`src/rtl/i2c_gain_regfile.sv`:
```
// Write-only I2C slave feeding a bank of per-band 8-bit gain registers.
// Optional atomic commit on STOP when GAIN_SHADOW_EN is defined.
module i2c_gain_regfile #(
  parameter logic [6:0] SLAVE_ADDR = 7'h6A,
  parameter int         NUM_BANDS  = 10,
  parameter logic [7:0] BASE_ADDR  = 8'h01,
  parameter logic [7:0] GAIN_RST   = 8'd16
) (
  input  logic                   clk,
  input  logic                   rst,
  input  logic                   scl,
  input  logic                   sda_in,
  output logic                   sda_oe,
  output logic [8*NUM_BANDS-1:0] gains,
  output logic                   gain_upd,
  output logic                   busy
);

  localparam int         IDX_W  = (NUM_BANDS > 1) ? $clog2(NUM_BANDS) : 1;
  localparam logic [8:0] NB_LIM = 9'(NUM_BANDS);

  typedef enum logic [2:0] {
    ST_IDLE, ST_ADDR, ST_ADDR_ACK, ST_REG, ST_REG_ACK, ST_DATA, ST_DATA_ACK, ST_IGNORE
  } state_t;

  logic [1:0] scl_sync_q, sda_sync_q;
  logic       scl_prev_q, sda_prev_q;
  state_t     state_q;
  logic [3:0] cnt_q;
  logic [7:0] shift_q, ptr_q;
  logic       sda_oe_q, busy_q, upd_q;
  logic [7:0] gain_q [NUM_BANDS];
`ifdef GAIN_SHADOW_EN
  logic [7:0] shadow_q [NUM_BANDS];
  logic       dirty_q;
`endif

  logic       scl_s, sda_s, scl_rise_s, scl_fall_s, start_s, stop_s;
  logic [7:0] shift_d, ptr_d, idx_s;
  logic       in_range_s, addr_match_s;
  logic [IDX_W-1:0] band_s;

  // Two-stage synchronisers plus one edge-history stage for SCL and SDA.
  always_ff @(posedge clk or posedge rst) begin
    if (rst) begin
      scl_sync_q <= 2'b11;
      sda_sync_q <= 2'b11;
      scl_prev_q <= 1'b1;
      sda_prev_q <= 1'b1;
    end else begin
      scl_sync_q <= {scl_sync_q[0], scl};
      sda_sync_q <= {sda_sync_q[0], sda_in};
      scl_prev_q <= scl_sync_q[1];
      sda_prev_q <= sda_sync_q[1];
    end
  end

  assign scl_s      = scl_sync_q[1];
  assign sda_s      = sda_sync_q[1];
  assign scl_rise_s = scl_s & ~scl_prev_q;
  assign scl_fall_s = ~scl_s & scl_prev_q;
  assign start_s    = scl_s & scl_prev_q & sda_prev_q & ~sda_s;
  assign stop_s     = scl_s & scl_prev_q & ~sda_prev_q & sda_s;

  // Next-value helpers and the register-window decode of the pointer.
  always_comb begin
    shift_d      = {shift_q[6:0], sda_s};
    ptr_d        = ptr_q + 8'd1;
    idx_s        = ptr_q - BASE_ADDR;
    in_range_s   = (ptr_q >= BASE_ADDR) && ({1'b0, idx_s} < NB_LIM);
    band_s       = idx_s[IDX_W-1:0];
    addr_match_s = (shift_q == {SLAVE_ADDR, 1'b0});
  end

  // Protocol FSM, pointer, gain bank and registered outputs.
  always_ff @(posedge clk or posedge rst) begin
    if (rst) begin
      state_q  <= ST_IDLE;
      cnt_q    <= 4'd0;
      shift_q  <= 8'd0;
      ptr_q    <= 8'd0;
      sda_oe_q <= 1'b0;
      busy_q   <= 1'b0;
      upd_q    <= 1'b0;
      for (int k = 0; k < NUM_BANDS; k++) gain_q[k] <= GAIN_RST;
`ifdef GAIN_SHADOW_EN
      for (int k = 0; k < NUM_BANDS; k++) shadow_q[k] <= GAIN_RST;
      dirty_q <= 1'b0;
`endif
    end else begin
      upd_q <= 1'b0;
      if (stop_s) begin
        state_q  <= ST_IDLE;
        cnt_q    <= 4'd0;
        sda_oe_q <= 1'b0;
        busy_q   <= 1'b0;
`ifdef GAIN_SHADOW_EN
        if (dirty_q) begin
          gain_q <= shadow_q;
          upd_q  <= 1'b1;
        end
        dirty_q <= 1'b0;
`endif
      end else if (start_s) begin
        // Repeated START keeps busy; a partial byte is simply dropped.
        state_q  <= ST_ADDR;
        cnt_q    <= 4'd0;
        sda_oe_q <= 1'b0;
`ifdef GAIN_SHADOW_EN
        shadow_q <= gain_q;
        dirty_q  <= 1'b0;
`endif
      end else begin
        case (state_q)
          ST_ADDR, ST_REG, ST_DATA: begin
            if (scl_rise_s && (cnt_q < 4'd8)) begin
              shift_q <= shift_d;
              cnt_q   <= cnt_q + 4'd1;
            end else if (scl_fall_s && (cnt_q == 4'd8)) begin
              cnt_q <= 4'd0;
              if (state_q == ST_ADDR) begin
                if (addr_match_s) begin
                  state_q  <= ST_ADDR_ACK;
                  sda_oe_q <= 1'b1;
                  busy_q   <= 1'b1;
                end else begin
                  state_q <= ST_IGNORE;
                  busy_q  <= 1'b0;
                end
              end else if (state_q == ST_REG) begin
                ptr_q    <= shift_q;
                state_q  <= ST_REG_ACK;
                sda_oe_q <= 1'b1;
              end else begin
                state_q  <= ST_DATA_ACK;
                sda_oe_q <= 1'b1;
              end
            end
          end
          ST_ADDR_ACK: begin
            if (scl_fall_s) begin
              sda_oe_q <= 1'b0;
              state_q  <= ST_REG;
            end
          end
          ST_REG_ACK: begin
            if (scl_fall_s) begin
              sda_oe_q <= 1'b0;
              state_q  <= ST_DATA;
            end
          end
          ST_DATA_ACK: begin
            if (scl_fall_s) begin
              sda_oe_q <= 1'b0;
              state_q  <= ST_DATA;
              ptr_q    <= ptr_d;
              if (in_range_s) begin
`ifdef GAIN_SHADOW_EN
                shadow_q[band_s] <= shift_q;
                dirty_q          <= 1'b1;
`else
                gain_q[band_s] <= shift_q;
                upd_q          <= 1'b1;
`endif
              end
            end
          end
          ST_IDLE, ST_IGNORE: begin
            sda_oe_q <= 1'b0;
          end
          default: begin
            state_q  <= ST_IDLE;
            sda_oe_q <= 1'b0;
            busy_q   <= 1'b0;
          end
        endcase
      end
    end
  end

  for (genvar g = 0; g < NUM_BANDS; g++) begin : g_gains
    assign gains[8*g +: 8] = gain_q[g];
  end

  assign sda_oe   = sda_oe_q;
  assign busy     = busy_q;
  assign gain_upd = upd_q;

endmodule

```
`config.mk`:
```
export PLATFORM = sky130hd
export DESIGN_NAME = i2c_gain_regfile
export DESIGN_NICKNAME = d
export VERILOG_FILES = /design/src/rtl/i2c_gain_regfile.sv
export SDC_FILE = /design/constraint.sdc
export NUM_CORES = 1
export LEC_CHECK = 0
export ABC_AREA = 0
export ABC_CLOCK_PERIOD_IN_PS = 5700
export CAP_MARGIN = 20
export CELL_PAD_IN_SITES_DETAIL_PLACEMENT = 1
export CELL_PAD_IN_SITES_GLOBAL_PLACEMENT = 1
export CORE_ASPECT_RATIO = 0.5
export CORE_MARGIN = 3
export CORE_UTILIZATION = 40
export DETAILED_ROUTE_END_ITERATION = 10
export GPL_ROUTABILITY_DRIVEN = 1
export HOLD_SLACK_MARGIN = 0.12
export PLACE_DENSITY = 0.86
export SYNTH_ARGS = -nofsm -noshare
export SYNTH_HDL_FRONTEND = slang
export SYNTH_SLANG_ARGS = --single-unit
```
`constraint.sdc`:
```
create_clock -name clk -period 5.7 [get_ports clk]
set_clock_uncertainty 0.15 [all_clocks]
set_input_delay 1.71 -clock clk [delete_from_list [all_inputs] [get_ports clk]]
set_output_delay 1.71 -clock clk [all_outputs]
set_load 0.05 [all_outputs]
```
==> metrics.log, run 1 <==
INFO  metric regArea = 2823 sq um
INFO  metric synth_compound_area_share = 6.541%
INFO  metric full_die_area = 13740 sq um
INFO  metric final-max-slew-violation-count = 0
INFO  metric vdd.ir_drop.worst = 140.1 uV
INFO  metric floorplan.io_pins = 87
INFO  metric antenna-diode-count = 0
INFO  metric synth.largest_area_cell = sky130_fd_sc_hd__dfrtp_1
INFO  metric post_cts_hold_buffer_count = 0
INFO  metric clock.fmax = 279.1 MHz
INFO  metric timing.critical_path.cells = clkdlybuf4s50_1
INFO  metric setup-violations-final = 0
INFO  metric hold_removal_path_class = register to register
INFO  metric slew-limit-headroom = 42.26%
INFO  metric post_layout_nonfiller_instances = 612
INFO  metric post_synth.cell_area_avg = 13.51 sq um
INFO  metric cp_max_fo = 2
INFO  metric synth_area = 4916 sq um
INFO  metric clock_power_share = 35.8%
INFO  metric path_clk_slew = 80 ps
INFO  metric syn2layout_area_growth = 27.64%
INFO  metric synth_mux_area_share = 21.23%
INFO  metric worst_pin_slew = 854.9 ps
INFO  metric internal_dissipation = 1.295 mW
INFO  metric cp_data_arrival_time = 1720 ps
INFO  metric ys.flop_type = sky130_fd_sc_hd__dfrtp_1
INFO  metric cts_sinks = 112
INFO  metric post_synth_main_area_contributors = sky130_fd_sc_hd__dfrtp_1 (49%), sky130_fd_sc_hd__mux2_2 (21%), sky130_fd_sc_hd__dfstp_2 (8.6%)
INFO  metric cts-resized-gates = 0
INFO  metric synthArstFlopShare = 100.0%
INFO  metric via_density_per_instance = 5.386
INFO  metric cts_setup_buffers = 0
INFO  metric yosysSeqAreaShare = 57.42%
INFO  metric final_net_count = 460
INFO  metric finish.instance_area = 6275 sq um
INFO  metric die_width = 162.8 um
INFO  metric outcome = complete, no violations
INFO  metric ys_ff_latch = 112
INFO  metric yosys.area_share.adder = 2.036%
INFO  metric first_global_vias = 3764
INFO  metric num_rows = 27
INFO  metric timing.critical_path.required = 3840 ps
INFO  metric cp_top_family = buffers and inverters
INFO  metric post_dp_cell_area = 5959 sq um
INFO  metric overflow = 0
INFO  metric globalplace.congestion = 0.8180
INFO  metric critical_path.startpoint_type = register
INFO  metric simple_gate_share_of_the_synthesized_area = 10.00%
INFO  metric detailedRoute.firstIterationViolations = 136
INFO  metric clock_h_tree_levels = 3
INFO  metric yosys.area.top_type_share = 48.87%
INFO  metric cp_slowest_stage_delay = 830 ps
INFO  metric grt_antenna_before_repair = 0
INFO  metric cts_root_buf = sky130_fd_sc_hd__clkbuf_16
INFO  metric sequential_share_of_power = 53.9%
INFO  metric yosys_warnings = 0
INFO  metric rsz0062_at_grt = no
INFO  metric core_area = 11490 sq um
INFO  metric switching_share = 29.62%
INFO  metric cap_violations = 0
INFO  metric final.min_clock_period = 3583 ps
INFO  metric postSynthNetCount = 376
INFO  metric netlist-cell-type-count = 46
INFO  metric detail_route.wirelength = 12920 um
INFO  metric yosys-top-cells-count = sky130_fd_sc_hd__dfrtp_1 (96), sky130_fd_sc_hd__mux2_2 (90), sky130_fd_sc_hd__nor2_1 (17)
INFO  metric power_density = 293.2 nW/um^2
INFO  metric port-buffer-count = 86
INFO  metric pin_count_of_the_biggest_net_entering_global_routing = 55
INFO  metric timing.setup.tns = 0 ps
INFO  metric synthCells = 364
INFO  metric ff2ff_setup_slack = 2790 ps
INFO  metric route.detailed.wl_per_inst = 21.11 um
INFO  metric global_route.usage.total = 19.54%
INFO  metric place.detailed.hpwl = 8684 um
INFO  metric cts.path.max_buffers = 2
INFO  metric post_route_cells_drive_above_1_share = 31.79%
INFO  metric numPlacedInstances = 596
INFO  metric synth_most_common_cell = sky130_fd_sc_hd__dfrtp_1
INFO  metric largest_family_of_logic_cells_by_synthesized_area = multiplexers
INFO  metric synth_xor_xnor_area_share = 0.5345%
INFO  metric critical_path.slowest_cell = sky130_fd_sc_hd__clkdlybuf4s50_1
INFO  metric first_pass_grt_wire_length = 21010 um
INFO  metric finalHoldViolations = 0
INFO  metric clk_latency = 340 ps
INFO  metric drt-pass1-iter-count = 4
INFO  metric die-height = 84.39 um
INFO  metric crit_path_buffers_inverters = 1
INFO  metric floorplan.initialDensity = 42.80%
INFO  metric drtAntennaViolNets = 0
INFO  metric tritoncts = yes
INFO  metric comb_power_share = 10.3%
INFO  metric net-switching-power = 0.5449 mW
INFO  metric critical_path_class = register to primary output
INFO  metric cellLeakagePower = 2.995 nW
INFO  metric synth_edf_count = 0
INFO  metric final_min_period_over_clock_period = 62.86%
INFO  metric cts_inserted_buffers = 9
INFO  metric multi_input_area = 1983 sq um
INFO  metric route.vias.total = 3296
INFO  metric fillCellCount = 1164
INFO  metric drc = 0
INFO  metric worstSetupEndpointType = primary output
INFO  metric worst_case_hold_slack = 206.8 ps
-- layout by cell type (no fill, tap or decap), drive strengths merged, types with 4 or more instances in the layout --
cell / Yosys / routed
nand4: 6 / 6
dfstp: 16 / 16
o21ai: 10 / 10
dfrtp: 96 / 96
nand2: 10 / 10
nor3: 4 / 4
nor3b: 5 / 5
nor2: 18 / 18
and3: 6 / 6
inv: 11 / 12
or4: 4 / 4
nand3: 8 / 8
nand2b: 4 / 4
o22a: 4 / 4
a21oi: 13 / 13
buf: 4 / 4
clkdlybuf4s50: 0 / 86
ha: 8 / 8
mux2: 90 / 90
clkbuf: 13 / 11
-- worst paths after layout --
kind,start,endpoint,depth (start not counted)
worst max-delay path,gains[44],gains[44],1
worst min-delay path,sda_sync_q[0],sda_sync_q[1],0
worst max register to register,ptr_q[0],gains[70],7
worst min register to register,sda_sync_q[0],sda_sync_q[1],0
max in group asynchronous,rst,ptr_q[0],4
min in group asynchronous,rst,gains[40],2
-- power groups by stage --
stage / combinational [mW] / clock [mW] / sequential [mW]
3_3_place_gp: 0.177 / 0 / 1.00
5_1_grt: 0.211 / 0.710 / 1.01
2_1_floorplan: 0.198 / 0 / 0.894
4_1_cts: 0.191 / 0.670 / 0.992
3_5_place_dp: 0.186 / 0 / 1.01
6_report: 0.189 / 0.658 / 0.992
-- layout make-up --
| type | instances | share of cell area (%) |
|---|---|---|
| Timing Repair Buffer | 90 | 14.52 |
| Multi-Input combinational cell | 224 | 31.61 |
| Tap cell | 159 | 3.170 |
| Clock inverter | 5 | 0.9970 |
| Clock buffer | 11 | 4.028 |
| Sequential cell | 112 | 44.99 |
| Inverter | 11 | 0.6979 |
-- state kept, by name, summed over array words and instances, names as in the netlist --
register,cells
gains,80
sda_oe,1
cnt_q,4
state_q,3
busy,1
scl_sync_q,2
ptr_q,8
sda_prev_q,1
sda_sync_q,2
shift_q,8
gain_upd,1
scl_prev_q,1
-- stage by stage --
step / setup slack [ps] / utilization (%) / power (mW)
detailed placement: 2399 / 51.88 / 1.196
floorplan: 907.5 / - / 1.092
global route: 2079 / 54.63 / 1.928
finish: 2117 / 54.63 / 1.840
global placement: 2201 / 51.58 / 1.178
CTS: 2101 / 54.63 / 1.854
-- cells by family (layout without fill, tap and decap cells) --
| group | after synthesis | in the layout |
|---|---|---|
| compound gates | 49 | 49 |
| xor+xnor | 3 | 3 |
| fa+ha+maj | 8 | 8 |
| buf+inv | 28 | 117 |
| flops | 112 | 112 |
| mux | 93 | 93 |
| simple gates | 71 | 71 |
-- metal layers --
| metal | vias to the layer above | track usage (%) | share of wire (%) |
|---|---|---|---|
| met5 | - | 0 | 0 |
| met4 | 0 | 4.912 | 1.5 |
| met3 | 16 | 4.140 | 4.0 |
| met2 | 72 | 34.77 | 51 |
| met1 | 1732 | 24.42 | 43 |
| li1 | 1476 | - | - |
Note: power is estimated with default switching activity, not from simulation.
==> run 2, diff against run 1 <==
- ABC_CLOCK_PERIOD_IN_PS: 5700 -> 2900
- CORE_UTILIZATION: 40 -> 39
- PLACE_DENSITY: 0.86 -> 0.88
- clock period: 5.7 -> 2.9 ns (I/O delays scaled with it)
==> run 2 against run 1 <==
  * Clock power is 120% higher
  * Critical endpoint is now gains[16]
  * Worst setup slack worse by 2000 ps
  * Sequential power is 81% higher
  * Wire length is 13% higher
  * Highest routed layer unchanged
  * Non-clock buffer count is 14 higher
  * Largest cell class unchanged
  * Final area is 2.3% higher
  * Cell count is 3.1% higher
  * Sequential share of layout area is 1.0 points lower
  * Global-route usage is 2.0 points higher
  * Count of clock-buffer cells in the layout is 2 lower
  * Core utilization is 1.4 points lower
==> metrics.log, run 2 (synthesis gave the netlist of run 1 again) <==
INFO  metric num_rows = 28 (was 27)
INFO  metric cellLeakagePower = 3.083 nW (was 2.995 nW)
INFO  metric r2r_start = ptr_q[2] (was ptr_q[0])
INFO  metric min_to = scl_sync_q[1] (was sda_sync_q[1])
INFO  metric most-common-layout-cells = sky130_fd_sc_hd__dfrtp_1 (96), sky130_fd_sc_hd__mux2_2 (90), sky130_fd_sc_hd__clkdlybuf4s50_1 (86) (unchanged)
INFO  metric post_dp_cell_area = 6078 sq um (was 5959 sq um)
INFO  metric final-max-slew-violation-count = 0 (unchanged)
INFO  metric overflow = 0 (unchanged)
INFO  metric worstSetupEndpointType = register (was primary output)
INFO  metric tritoncts = yes (unchanged)
INFO  metric core_area = 12050 sq um (was 11490 sq um)
INFO  metric final_net_count = 474 (was 460)
INFO  metric critical_path.slowest_cell = sky130_fd_sc_hd__o2bb2ai_1 (was sky130_fd_sc_hd__clkdlybuf4s50_1)
INFO  metric fillCellCount = 1218 (was 1164)
INFO  metric worst_pin_slew = 710.2 ps (was 854.9 ps)
INFO  metric cts_inserted_buffers = 9 (unchanged)
INFO  metric port-buffer-count = 86 (unchanged)
INFO  metric timing.setup.tns = 0 ps (unchanged)
INFO  metric place.detailed.hpwl = 9694 um (was 8684 um)
INFO  metric power_density = 603.8 nW/um^2 (was 293.2 nW/um^2)
INFO  metric rsz0062_at_grt = no (unchanged)
INFO  metric cts_sinks = 112 (unchanged)
INFO  metric cts_setup_buffers = 0 (unchanged)
INFO  metric drtAntennaViolNets = 0 (unchanged)
INFO  metric final.min_clock_period = 2819 ps
INFO  metric hold_removal_path_class = register to register (unchanged)
INFO  metric route.detailed.wl_per_inst = 23.03 um (was 21.11 um)
INFO  metric critical_path_class = register to register (was register to primary output)
INFO  metric timing.critical_path.required = 3000 ps (was 3840 ps)
INFO  metric post_cts_hold_buffer_count = 0 (unchanged)
INFO  metric timing.critical_path.cells = nor3_1 -> nand2_1 -> o2bb2ai_1 -> nand4_2 -> mux2_2 (was clkdlybuf4s50_1)
INFO  metric cp_max_fo = 12 (was 2)
INFO  metric post_route_cells_drive_above_1_share = 33.69% (was 31.79%)
INFO  metric drc = 0 (unchanged)
INFO  metric detailedRoute.firstIterationViolations = 230 (was 136)
INFO  metric cap_violations = 0 (unchanged)
INFO  metric pin_count_of_the_biggest_net_entering_global_routing = 52 (was 55)
INFO  metric largest_register_ffs = 80 (unchanged)
INFO  metric post-route-util = 53.27% (was 54.63%)
INFO  metric worst_case_hold_slack = 206.8 ps (about the same)
INFO  metric floorplan.initialDensity = 40.79% (was 42.80%)
INFO  metric timing.rr.end = gains[16] (was gains[70])
INFO  metric die_width = 164.8 um (was 162.8 um)
INFO  metric syn2layout_area_growth = 30.59% (was 27.64%)
INFO  metric hold_path_depth = 0 (unchanged)
INFO  metric multi_input_area = 1983 sq um (unchanged)
INFO  metric clock.fmax = 354.8 MHz
INFO  metric via_density_per_instance = 5.480 (was 5.386)
INFO  metric first_global_vias = 3910 (was 3764)
INFO  metric globalplace.congestion = 0.8068 (was 0.8180)
INFO  metric clk_latency = 360 ps (was 340 ps)
INFO  metric die-height = 85.39 um (was 84.39 um)
INFO  metric antenna-diode-count = 0 (unchanged)
INFO  metric ff2ff_setup_slack = 80 ps (was 2790 ps)
INFO  metric full_die_area = 14070 sq um (was 13740 sq um)
INFO  metric cp_slowest_stage_delay = 550 ps (was 830 ps)
INFO  metric cts.path.max_buffers = 2 (unchanged)
INFO  metric slew-limit-headroom = 52.03% (was 42.26%)
INFO  metric drt-pass1-iter-count = 4 (unchanged)
INFO  metric hold_path_startpoint = scl_sync_q[0] (was sda_sync_q[0])
INFO  metric route.vias.total = 3458 (was 3296)
INFO  metric cp_data_arrival_time = 2910 ps (was 1720 ps)
INFO  metric ff2ff_path_depth = 5 (was 7)
INFO  metric grt_antenna_before_repair = 0 (unchanged)
INFO  metric outcome = complete, no violations (unchanged)
INFO  metric regArea = 2823 sq um (unchanged)
INFO  metric final_min_period_over_clock_period = 97.19%
INFO  metric path_clk_slew = 70 ps (was 80 ps)
INFO  metric finish.instance_area = 6420 sq um (was 6275 sq um)
INFO  metric setup-violations-final = 0 (unchanged)
INFO  metric cts-resized-gates = 0 (unchanged)
INFO  metric first_pass_grt_wire_length = 22740 um (was 21010 um)
INFO  metric vdd.ir_drop.worst = 304.3 uV (was 140.1 uV)
INFO  metric floorplan.io_pins = 87 (unchanged)
INFO  metric detail_route.wirelength = 14530 um (was 12920 um)
INFO  metric most_common_cell_after_layout_fill_and_taps_aside = sky130_fd_sc_hd__dfrtp_1 (unchanged)
INFO  metric clock_h_tree_levels = 3 (unchanged)
INFO  metric critical_path.startpoint_type = register (unchanged)
INFO  metric finalHoldViolations = 0 (unchanged)
INFO  metric cts_root_buf = sky130_fd_sc_hd__clkbuf_16 (unchanged)
INFO  metric global_route.usage.total = 21.53% (was 19.54%)
run 2: cell types whose count changed in the layout (fill, tap and decap cells not counted), sizes merged:
cell,change
buf,+14
bufinv,+2
clkbuf,-2
clkinvlp,-1
run 2: stage by stage:
step	worst slack (ps)	power [mW]	std cells
global placement	429.5	2.408	616
global route	50.90	4.015	631
detailed placement	188.6	2.448	616
finish	81.47	3.876	631
CTS	148.8	3.871	631
floorplan	415.3	2.148	364
run 2: area by class of cell:
type / count / share of cell area [%]
flip-flops and latches: 112 / 43.97
inverters: 11 / 0.7016
clock buffers: 9 / 3.508
clock inverters: 6 / 1.813
repair buffers: 104 / 15.90
well taps: 165 / 3.216
multi-input cells: 224 / 30.89
run 2: worst max path at each step:
stage           endpoint      from  cells past startpoint
2_1_floorplan  gains[64]  ptr_q[0]                      7
3_3_place_gp   gains[10]  ptr_q[1]                      8
6_report       gains[16]  ptr_q[2]                      5
5_1_grt        gains[21]  ptr_q[2]                      5
4_1_cts        gains[16]  ptr_q[2]                      5
3_5_place_dp   gains[31]  ptr_q[1]                      6
run 2: critical path, delay by kind of cell (launching register included):
family | cells | cell delay, ps
DFF | 1 | 530
and+or+nand+nor | 3 | 1070
muxes | 1 | 390
AOI/OAI and AO/OA | 1 | 550
run 2: per-layer routing:
metal | GRT usage, % | wire length, um
met5 | 0 | 0
met3 | 5.802 | 647
met2 | 37.25 | 7520
met1 | 25.48 | 5899
met4 | 9.056 | 466
run 2: report_power, final:
part	switching (mW)	internal, mW	total, mW
combinational	0.417	0.230	0.647
clock	0.583	0.848	1.43
sequential	0.150	1.65	1.80
total	1.15	2.73	3.88
